===== src/rtl/fetch_pc_ctrl.sv =====
// fetch_pc_ctrl: IF-stage program counter with branch redirect, stall and imem back-pressure handling
// Define BRANCH_PERF_CNT_EN to add redirect and stall-cycle counters.
module fetch_pc_ctrl #(
   parameter logic [31:0] PC_RESET    = 32'h0000_0000,
   parameter int unsigned INSTR_BYTES = 4
) (
   input  logic        i_clk,
   input  logic        i_rst_n,
   input  logic        i_PCSrc,
   input  logic [31:0] i_branch_target,
   input  logic        i_stall,
   input  logic        i_imem_ready,
   output logic [31:0] o_pc,
   output logic [31:0] o_pc_plus4,
   output logic        o_imem_req,
   output logic        o_valid,
   output logic        o_flush_ifid,
   output logic        o_flush_idex,
   output logic        o_flush_exmem,
   output logic        o_misalign
`ifdef BRANCH_PERF_CNT_EN
   ,
   output logic [31:0] o_redirect_cnt,
   output logic [31:0] o_stall_cnt
`endif
);
   typedef enum logic [1:0] {S_IDLE, S_FETCH, S_WAIT} state_t;
   state_t      state, state_nxt;
   logic [31:0] pc_nxt;
   logic        redirect;
   assign o_pc_plus4 = o_pc + 32'(INSTR_BYTES);
   // Everything handshake-related is gated by reset so a pending redirect never escapes.
   always_comb begin
      o_imem_req    = i_rst_n && state != S_IDLE;
      redirect      = o_imem_req && i_PCSrc;
      o_valid       = o_imem_req && !i_PCSrc && !i_stall && i_imem_ready;
      o_flush_ifid  = redirect;
      o_flush_idex  = redirect;
      o_flush_exmem = redirect;
      pc_nxt        = redirect ? {i_branch_target[31:2], 2'b00} : o_valid ? o_pc_plus4 : o_pc;
      state_nxt     = (state == S_IDLE || redirect || o_valid) ? S_FETCH :
                      (state == S_WAIT || (!i_stall && !i_imem_ready)) ? S_WAIT : S_FETCH;
   end
   always_ff @(posedge i_clk) begin
      if (!i_rst_n) begin
         state      <= S_IDLE;
         o_pc       <= PC_RESET;
         o_misalign <= 1'b0;
      end else begin
         state      <= state_nxt;
         o_pc       <= pc_nxt;
         o_misalign <= redirect && |i_branch_target[1:0];
      end
   end
`ifdef BRANCH_PERF_CNT_EN
   always_ff @(posedge i_clk) begin
      if (!i_rst_n) begin
         o_redirect_cnt <= '0;
         o_stall_cnt    <= '0;
      end else begin
         o_redirect_cnt <= o_redirect_cnt + 32'(redirect);
         o_stall_cnt    <= o_stall_cnt + 32'(o_imem_req && !o_valid && !redirect);
      end
   end
`endif
endmodule


===== config.mk =====
export PLATFORM = sky130hd
export DESIGN_NAME = fetch_pc_ctrl
export DESIGN_NICKNAME = d
export VERILOG_FILES = /design/src/rtl/fetch_pc_ctrl.sv
export SDC_FILE = /design/constraint.sdc
export NUM_CORES = 1
export LEC_CHECK = 0
export CAP_MARGIN = 20
export CORE_ASPECT_RATIO = 1.25
export CORE_UTILIZATION = 37
export DETAILED_ROUTE_END_ITERATION = 12
export PLACE_DENSITY = 0.77
export SYNTH_ARGS = -nofsm -noshare
export SYNTH_HDL_FRONTEND = slang
export SYNTH_SLANG_ARGS = --single-unit

===== constraint.sdc =====
create_clock -name i_clk -period 1.71 [get_ports i_clk]
set_input_delay 0.342 -clock i_clk [delete_from_list [all_inputs] [get_ports i_clk]]
set_output_delay 0.342 -clock i_clk [all_outputs]
set_load 0.005 [all_outputs]

* After elaboration in Yosys (flattened, before gate mapping)
Index checks and enable logic that the tools add are counted.
Word-level totals: bits of input ports 37, register bits after elaboration 35, output and inout bits 70, logic and storage cells 31
Cells by class: add/subtract/negate cells 1, multiplexer cells 4, reductions and logical operators 19, equality and inequality tests 1, bitwise operators 1
Operator list (number):
- $mux W32 | 2
- $add A32 B3 Y32 const B | 1
- $logic_and A1 B1 Y1 | 7
- $reduce_or A2 Y1 | 3
- $reduce_bool A2 Y1 | 2
- $logic_not A1 Y1 | 3
- $logic_or A1 B1 Y1 | 3
- $eq A2 B2 Y1 const B | 1
- $logic_not A2 Y1 | 1
- $mux W2 | 1
- $mux W1 | 1
- $not A1 Y1 | 1

* Depth between registers and ports, before layout
Gate-level depths: netlist of the first run.
depth in word-level cells 7, depth in mapped cells 8, mapped depth without buffers 7

* Worst setup path after synthesis of the first run
No wires, ideal clock.
path kind flip-flop to output port, start register o_pc[2], end output port o_pc_plus4[26], buffers on the path 0, path slack -0.231 ns, data arrival time 1.599 ns, cell stages (with the launch flop) 7, required time 1.368 ns, cells stage by stage dfxtp_1 -> ha_1 -> nand3_1 -> nor2_1 -> and3_1 -> nand2_1 -> xnor2_1
Between the ends: word-level cells in the longest chain between the ends 1
Ends and longest elaborated chain:
- start, declared | RTL line 13 | output logic [31:0] o_pc,
- start signal, assigned | RTL line 51 | o_pc <= pc_nxt;
- $add A32 B3 Y32 | RTL line 31 | assign o_pc_plus4 = o_pc + 32'(INSTR_BYTES);
- end, declared | RTL line 14 | output logic [31:0] o_pc_plus4,
No other way between the ends.

* Final worst setup path of the first run
start register o_pc[15], end output port o_pc_plus4[17]
The elaborated chain is that of the path after synthesis.

==> impl_results.md, run 1 <==
* Status: finished with violations
* Violated checks: DRC, setup timing
* CTS tree: yes
* Setup-failing EPs final at 50
* Seq/Total Area, Yosys at 0.2981
* NumNets Final at 539
* Slew Viols, Final at 0
* Initial Utilization at 0.3834
* Hold Path Class: primary input to register
* Hold-fix buffers at CTS at 0
* Total power at 2.113 mW
* Hold wc startpoint: i_stall
* Area Growth Syn to Fin at 129.6%
* Max-cap violations at 0
* Routed wire length at 13180 um
* Post-synthesis async set-or-reset flop share at 0
* Die area at 6304 um2
* Fmax at 407.5 MHz
* Endpoint class of the critical path: primary output
* Most common library cells after synthesis: 33 x dfxtp_1, 29 x nand2_1, 19 x o21ai_0, 19 x xnor2_1, 13 x nand3_1
* Leading area contributor after synthesis: dfxtp_1
* Pin count of the biggest net entering global routing at 26
* Placement-stage cell area at 3836 um2
* Critical path's largest stage delay at 410 ps
* YS warnings at 0
* CP Launch Type: register
* Initial DRT Pass Iterations at 10
* Leak at 2.379 nW
* Post-synthesis cell type count at 49
* Die height at 88.52 um
* Avg Inst Size Synth at 8.177 um2
* Top FF cell, synth: dfxtp_1
* CTS root buffer: clkbuf_8
* Crit path max fanout at 3
* GR Util met1 at 0.3426
* Ratio of cells with drive above 1 in the final layout at 0.5359
* WS Path Type: register to primary output
* Total number of vias at 3516
* DPL Wire Length at 5520 um
* #FFs+latches synth at 33
* Final hold vios at 0
* Syn Inst Count at 271
* Port bufs at 102
* Fin crit period at 2454 ps
* Clock sink total at 33
* Sum Neg Setup Slack at -14730 ps
* Critical Path RT at 1370 ps
* Tcrit/Tclk final at 1.435
* Routed WL per cell at 23.21 um
* Global Route met2 Usage at 0.5680
* GR peak layer: met2
* Rows at 31
* CTS Buf Count at 5
* Reg area at 695.7 um2
* First-pass GRT wire length at 15550 um
* Fillers at 256
* Die Span X at 71.22 um
* Fin area at 5089 um2
* Peak supply drop at 0.3194 mV
* Top cell type's share of synthesized area at 0.2981
* Final Skew at 5.089 ps
* Synth area leaders: dfxtp_1 30%, xnor2_1 7.5%, nand2_1 4.9%, a22o_1 4.7%, o21ai_0 4.3%
* Setup crit start: o_pc[15]$_SDFFE_PN0P_
* Initial antenna violation count at 0
* CTS max path bufs at 2
* GP Congestion at 0.9180
* Reg2reg start: o_pc[15]$_SDFFE_PN0P_
* Total gr overflow at 0
* Most frequent cell after synthesis: dfxtp_1
* Unrepaired setup endpoints after global routing: yes
* H-tree depth at 2
* Core area at 5779 um2
* Total GRT Usage at 0.3233
* I/O pins at 107
* Post-Place Setup Slack at -599.4 ps
* Crit path DAT at 2110 ps
* Util after Layout at 0.8805
* Clock Latency Late Sink at 290 ps
* Pwr dens at 415.3 nW/um2
* Clk slew on worst S/H paths at 70 ps
* Post-route ant nets at 0
* Ant. Diodes at 0
* CP max-delay cell: nor4_4
* Drt via density at 6.190
* Multi-input gate area at 1914 um2
* CP most frequent cell: buf_4
* Vias in the first global route at 3169
* Iter 0 DRT Violations at 268
* Critical path, cell by cell: nand4_1, buf_4, nor4_4, buf_4, buf_4, nand2_1, xnor2_1, buf_2
* Setup ws final at -743.8 ps
* Number of remaining DRC errors at 8
* EDFF count, synth at 0
* Post-Syn Area at 2216 um2
* Met3 usage at 0.07745
## worst paths after layout
| check | end | slack [ps] | depth (start not counted) |
|---|---|---|---|
| setup / recovery | o_pc_plus4[17] | -740 | 8 |
| hold / removal | state[0]$_SDFF_PN0_ | 600 | 3 |
| setup reg to reg | o_pc[21]$_SDFFE_PN0P_ | -400 | 8 |
| hold reg to reg | o_pc[2]$_SDFFE_PN0P_ | 630 | 2 |
## per-layer routing
metal / vias to the layer above / part of all wire
met2: 281 / 0.50
met5: - / 0
li1: 1440 / -
met1: 1684 / 0.35
met3: 111 / 0.082
met4: 0 / 0.074
## worst max-delay path, delay by kind of cell (launching register included)
| family | cells | cell delay [ps] |
|---|---|---|
| flip-flops | 1 | 360 |
| XOR/XNOR | 1 | 170 |
| AND/OR/NAND/NOR | 3 | 640 |
| buffers and inverters | 4 | 650 |
## repair_timing
action / 4_1_cts / 5_1_grt
resized for setup: 211 / 98
setup buffers: 39 / 35
pin swaps: 55 / 46
endpoints found under the setup margin: 63 / 59
gates cloned: 0 / 3
## final cells by class
| cell class | instances | share of cell area |
|---|---|---|
| Timing Repair Buffer | 242 | 0.4448 |
| Multi-Input combinational cell | 209 | 0.3762 |
| Sequential cell | 33 | 0.1367 |
| Tap cell | 66 | 0.01623 |
| Clock buffer | 8 | 0.01574 |
| Inverter | 10 | 0.01033 |
## stage by stage
step	cells	hold WS [ps]
final	568	604.8
after global routing	568	615.1
after CTS	540	506.7
after detailed placement	499	587.6
after global placement	499	580.6
after floorplan	274	457.8
## cell families after synthesis
logic type,share of synthesized area
XOR/XNOR,0.1220
AO/OA/AOI/OAI,0.2490
AND/OR/NAND/NOR,0.2400
adder cells (fa/ha/maj),0.005646
other,0.001692
buffers and inverters,0.08357
flip-flops,0.2981
## state kept, by name, summed over array words and instances (netlist names)
name / flops
o_pc: 30
state: 2
o_misalign: 1
## power breakdown
group | internal (mW) | switching [mW] | leakage (nW) | total, mW
Sequential | 0.809 | 0.0396 | 0.279 | 0.849
Clock | 0.290 | 0.312 | 0.0395 | 0.602
Combinational | 0.374 | 0.289 | 2.06 | 0.663
Total | 1.47 | 0.641 | 2.38 | 2.11
## placed cells by master (no fill, tap or decap), types with 4 or more instances in the layout
cell type and n:
a21boi_1 4, a21o_1 4, a21oi_1 8, a22o_1 12, and3_1 6, and3_4 4, buf_12 6, buf_2 25
buf_4 85, buf_6 46, buf_8 4, clkbuf_8 5, clkdlybuf4s50_1 62, conb_1 4, dfxtp_1 13, dfxtp_2 16
dfxtp_4 4, dlygate4sd2_1 7, inv_1 7, nand2_1 21, nand2_4 5, nand3_1 6, nand3_4 7, nand4_1 6
nor2_1 6, nor2_4 5, nor2b_1 4, nor4_4 4, o21ai_0 12, o21ai_1 7, xnor2_1 7, xnor2_2 12
xor2_1 7
Power figures use the tool's default switching activity.
==> run 2: changes to the inputs <==
--- a/config.mk
+++ b/config.mk
@@ -7,9 +7,10 @@
 export LEC_CHECK = 0
 export CAP_MARGIN = 20
 export CORE_ASPECT_RATIO = 1.25
-export CORE_UTILIZATION = 37
+export CORE_UTILIZATION = 35
 export DETAILED_ROUTE_END_ITERATION = 12
-export PLACE_DENSITY = 0.77
+export PLACE_DENSITY = 0.73
+export SETUP_SLACK_MARGIN = 0.2
 export SYNTH_ARGS = -nofsm -noshare
 export SYNTH_HDL_FRONTEND = slang
 export SYNTH_SLANG_ARGS = --single-unit
==> run 2 against run 1 <==
Sequential power is essentially flat. Worst setup slack gained 93 ps. Die area grew 5.6%. Largest cell class unchanged. The run ends with setup timing left. Highest routed layer unchanged. Flip-flop and latch count is the same. Register-to-register slack is essentially flat. Critical path depth grew 1.
==> impl_results.md, run 2 (same netlist as run 1, synthesis figures left out) <==
* Area Growth Syn to Fin at 139.9%
* Slew Viols, Final at 0
* Ant. Diodes at 0
* Initial antenna violation count at 0
* Worst hold stages at 3
* Setup ws final at -650.3 ps
* Hold Path Class: primary input to register
* Total GRT Usage at 0.3172
* Number of remaining DRC errors at 0
* Fmax at 423.7 MHz
* Fin crit period at 2360 ps
* Fin area at 5315 um2
* CTS tree: yes
* Post-route ant nets at 0
* Leak at 2.640 nW
* Setup-failing EPs final at 45
* Peak supply drop at 0.3828 mV
* Worst r2r path cells at 11
* Initial Utilization at 0.3617
* Final Skew at 16.16 ps
* Die height at 90.96 um
* Critical Path RT at 1370 ps
* Worst flop-to-flop path endpoint: o_pc[23]$_SDFFE_PN0P_
* Crit path max fanout at 3
* Clk slew on worst S/H paths at 80 ps
* Pwr dens at 409.9 nW/um2
* Clock Latency Late Sink at 300 ps
* CTS Buf Count at 5
* CP Launch Type: register
* Rows at 32
* Total power at 2.179 mW
* Commonest non-fill, non-tap cell in the layout: buf_4
* Most frequent cells in the layout: 77 x buf_4, 74 x buf_6, 33 x clkdlybuf4s50_1
* Total gr overflow at 0
* Die area at 6655 um2
* Status: finished with violations
* Reg2reg start: o_pc[12]$_SDFFE_PN0P_
* Core area at 6126 um2
* Hold wc startpoint: i_stall
* Crit path DAT at 2020 ps
* CTS root buffer: clkbuf_8
* Vias in the first global route at 3249
* I/O pins at 107
* Unrepaired setup endpoints after global routing: yes
* Reg2Reg Setup Slack at -400 ps
* Clock sink total at 33
* Max-cap violations at 0
* Tcrit/Tclk final at 1.380
* Violated checks: setup timing
* Die Span X at 73.17 um
* DPL Wire Length at 5785 um
* Port bufs at 102
* Placement-stage cell area at 3996 um2
* Ratio of cells with drive above 1 in the final layout at 0.6202
* Iter 0 DRT Violations at 198
* Final hold vios at 0
* Max reg flops at 30
* H-tree depth at 2
* GP Congestion at 0.8364
* Biggest register: o_pc
* Endpoint class of the critical path: primary output
* WS Path Type: register to primary output
* Drt via density at 5.692
* Largest registers: o_pc: 30 flops, state: 2 flops, o_misalign: 1 flops
* Fillers at 279
* Total number of vias at 3421
* First-pass GRT wire length at 16300 um
* Initial DRT Pass Iterations at 5
* NumNets Final at 553
* Worst hold endpoint: state[0]$_SDFF_PN0_
* Routed WL per cell at 21.83 um
* CTS max path bufs at 2
* Routed wire length at 13120 um
* Pin count of the biggest net entering global routing at 26
run 2: cell types whose count changed in the layout (fill, tap and decap cells not counted), sizes merged, moves of 2 or more:
cell	delta
buf	+21
clkdlybuf4s50	-29
clkbuf	-2
dlygate4sd2	+18
clkdlybuf4s15	+3
inv	+2
run 2: final cells by class:
| class | count | area, um2 | share of cell area |
|---|---|---|---|
| timing repair buffer | 256 | 2379 | 0.4475 |
| inverter | 10 | 55.05 | 0.01036 |
| clock inverter | 3 | 16.27 | 0.003060 |
| sequential | 33 | 713.2 | 0.1342 |
| clock buffer | 5 | 68.82 | 0.01295 |
| tap | 85 | 106.4 | 0.02001 |
| multi-input combinational | 209 | 1977 | 0.3719 |
run 2: how the worst max path moves through the flow:
stage / startpoint / to / slack [ps] / cells after the start
after floorplan: o_pc[15]$_SDFFE_PN0P_ / o_pc_plus4[19] / -40 / 4
after global placement: i_rst_n / o_valid / -560 / 5
after detailed placement: i_rst_n / o_valid / -560 / 5
after CTS: o_pc[3]$_SDFFE_PN0P_ / o_pc_plus4[19] / -500 / 7
after global routing: o_pc[2]$_SDFFE_PN0P_ / o_pc_plus4[18] / -690 / 9
final: o_pc[2]$_SDFFE_PN0P_ / o_pc_plus4[18] / -650 / 9
run 2: what timing repair did:
item                                    4_1_cts  5_1_grt
resized for setup                           307       84
gates cloned                                  1        1
hold buffers                                  0        0
endpoints found under the setup margin       95       68
setup buffers                                43       23
pin swaps                                    61       47
run 2: stage by stage:
step                      hold slack [ps]  TNS, ps  instances  worst slack [ps]    util
after CTS                           369.9   -10020        577            -499.8  0.7802
after global routing                383.2   -18710        601            -691.6  0.8676
after global placement              584.1   -23260        525            -556.5  0.6524
final                               388.4   -16390        601            -650.3  0.8676
after detailed placement            585.1   -24680        525            -562.4  0.6524
after floorplan                     457.8   -186.9        274            -40.39       -
run 2: worst max-delay path: stages (launching register included):
cell and delay [ps]:
dfxtp_4 380, buf_12 100, ha_4 140, nand3_4 100, nor4_4 310, buf_4 190, buf_6 90, nand3_2 60
xnor2_1 200, buf_2 150
run 2: layer usage:
layer | up-vias | wire length [um] | GRT usage
met3 | 82 | 730 | 0.05327
met2 | 208 | 6734 | 0.5772
li1 | 1477 | - | -
met1 | 1654 | 4800 | 0.3476
met5 | - | 0 | 0
met4 | 0 | 853 | 0.1438
run 2: power breakdown:
group          leakage, nW  internal, mW  switching (mW)  total, mW
sequential           0.284         0.809          0.0372      0.846
combinational         2.31         0.392           0.301      0.693
clock               0.0482         0.283           0.357      0.640
total                 2.64          1.48           0.695       2.18
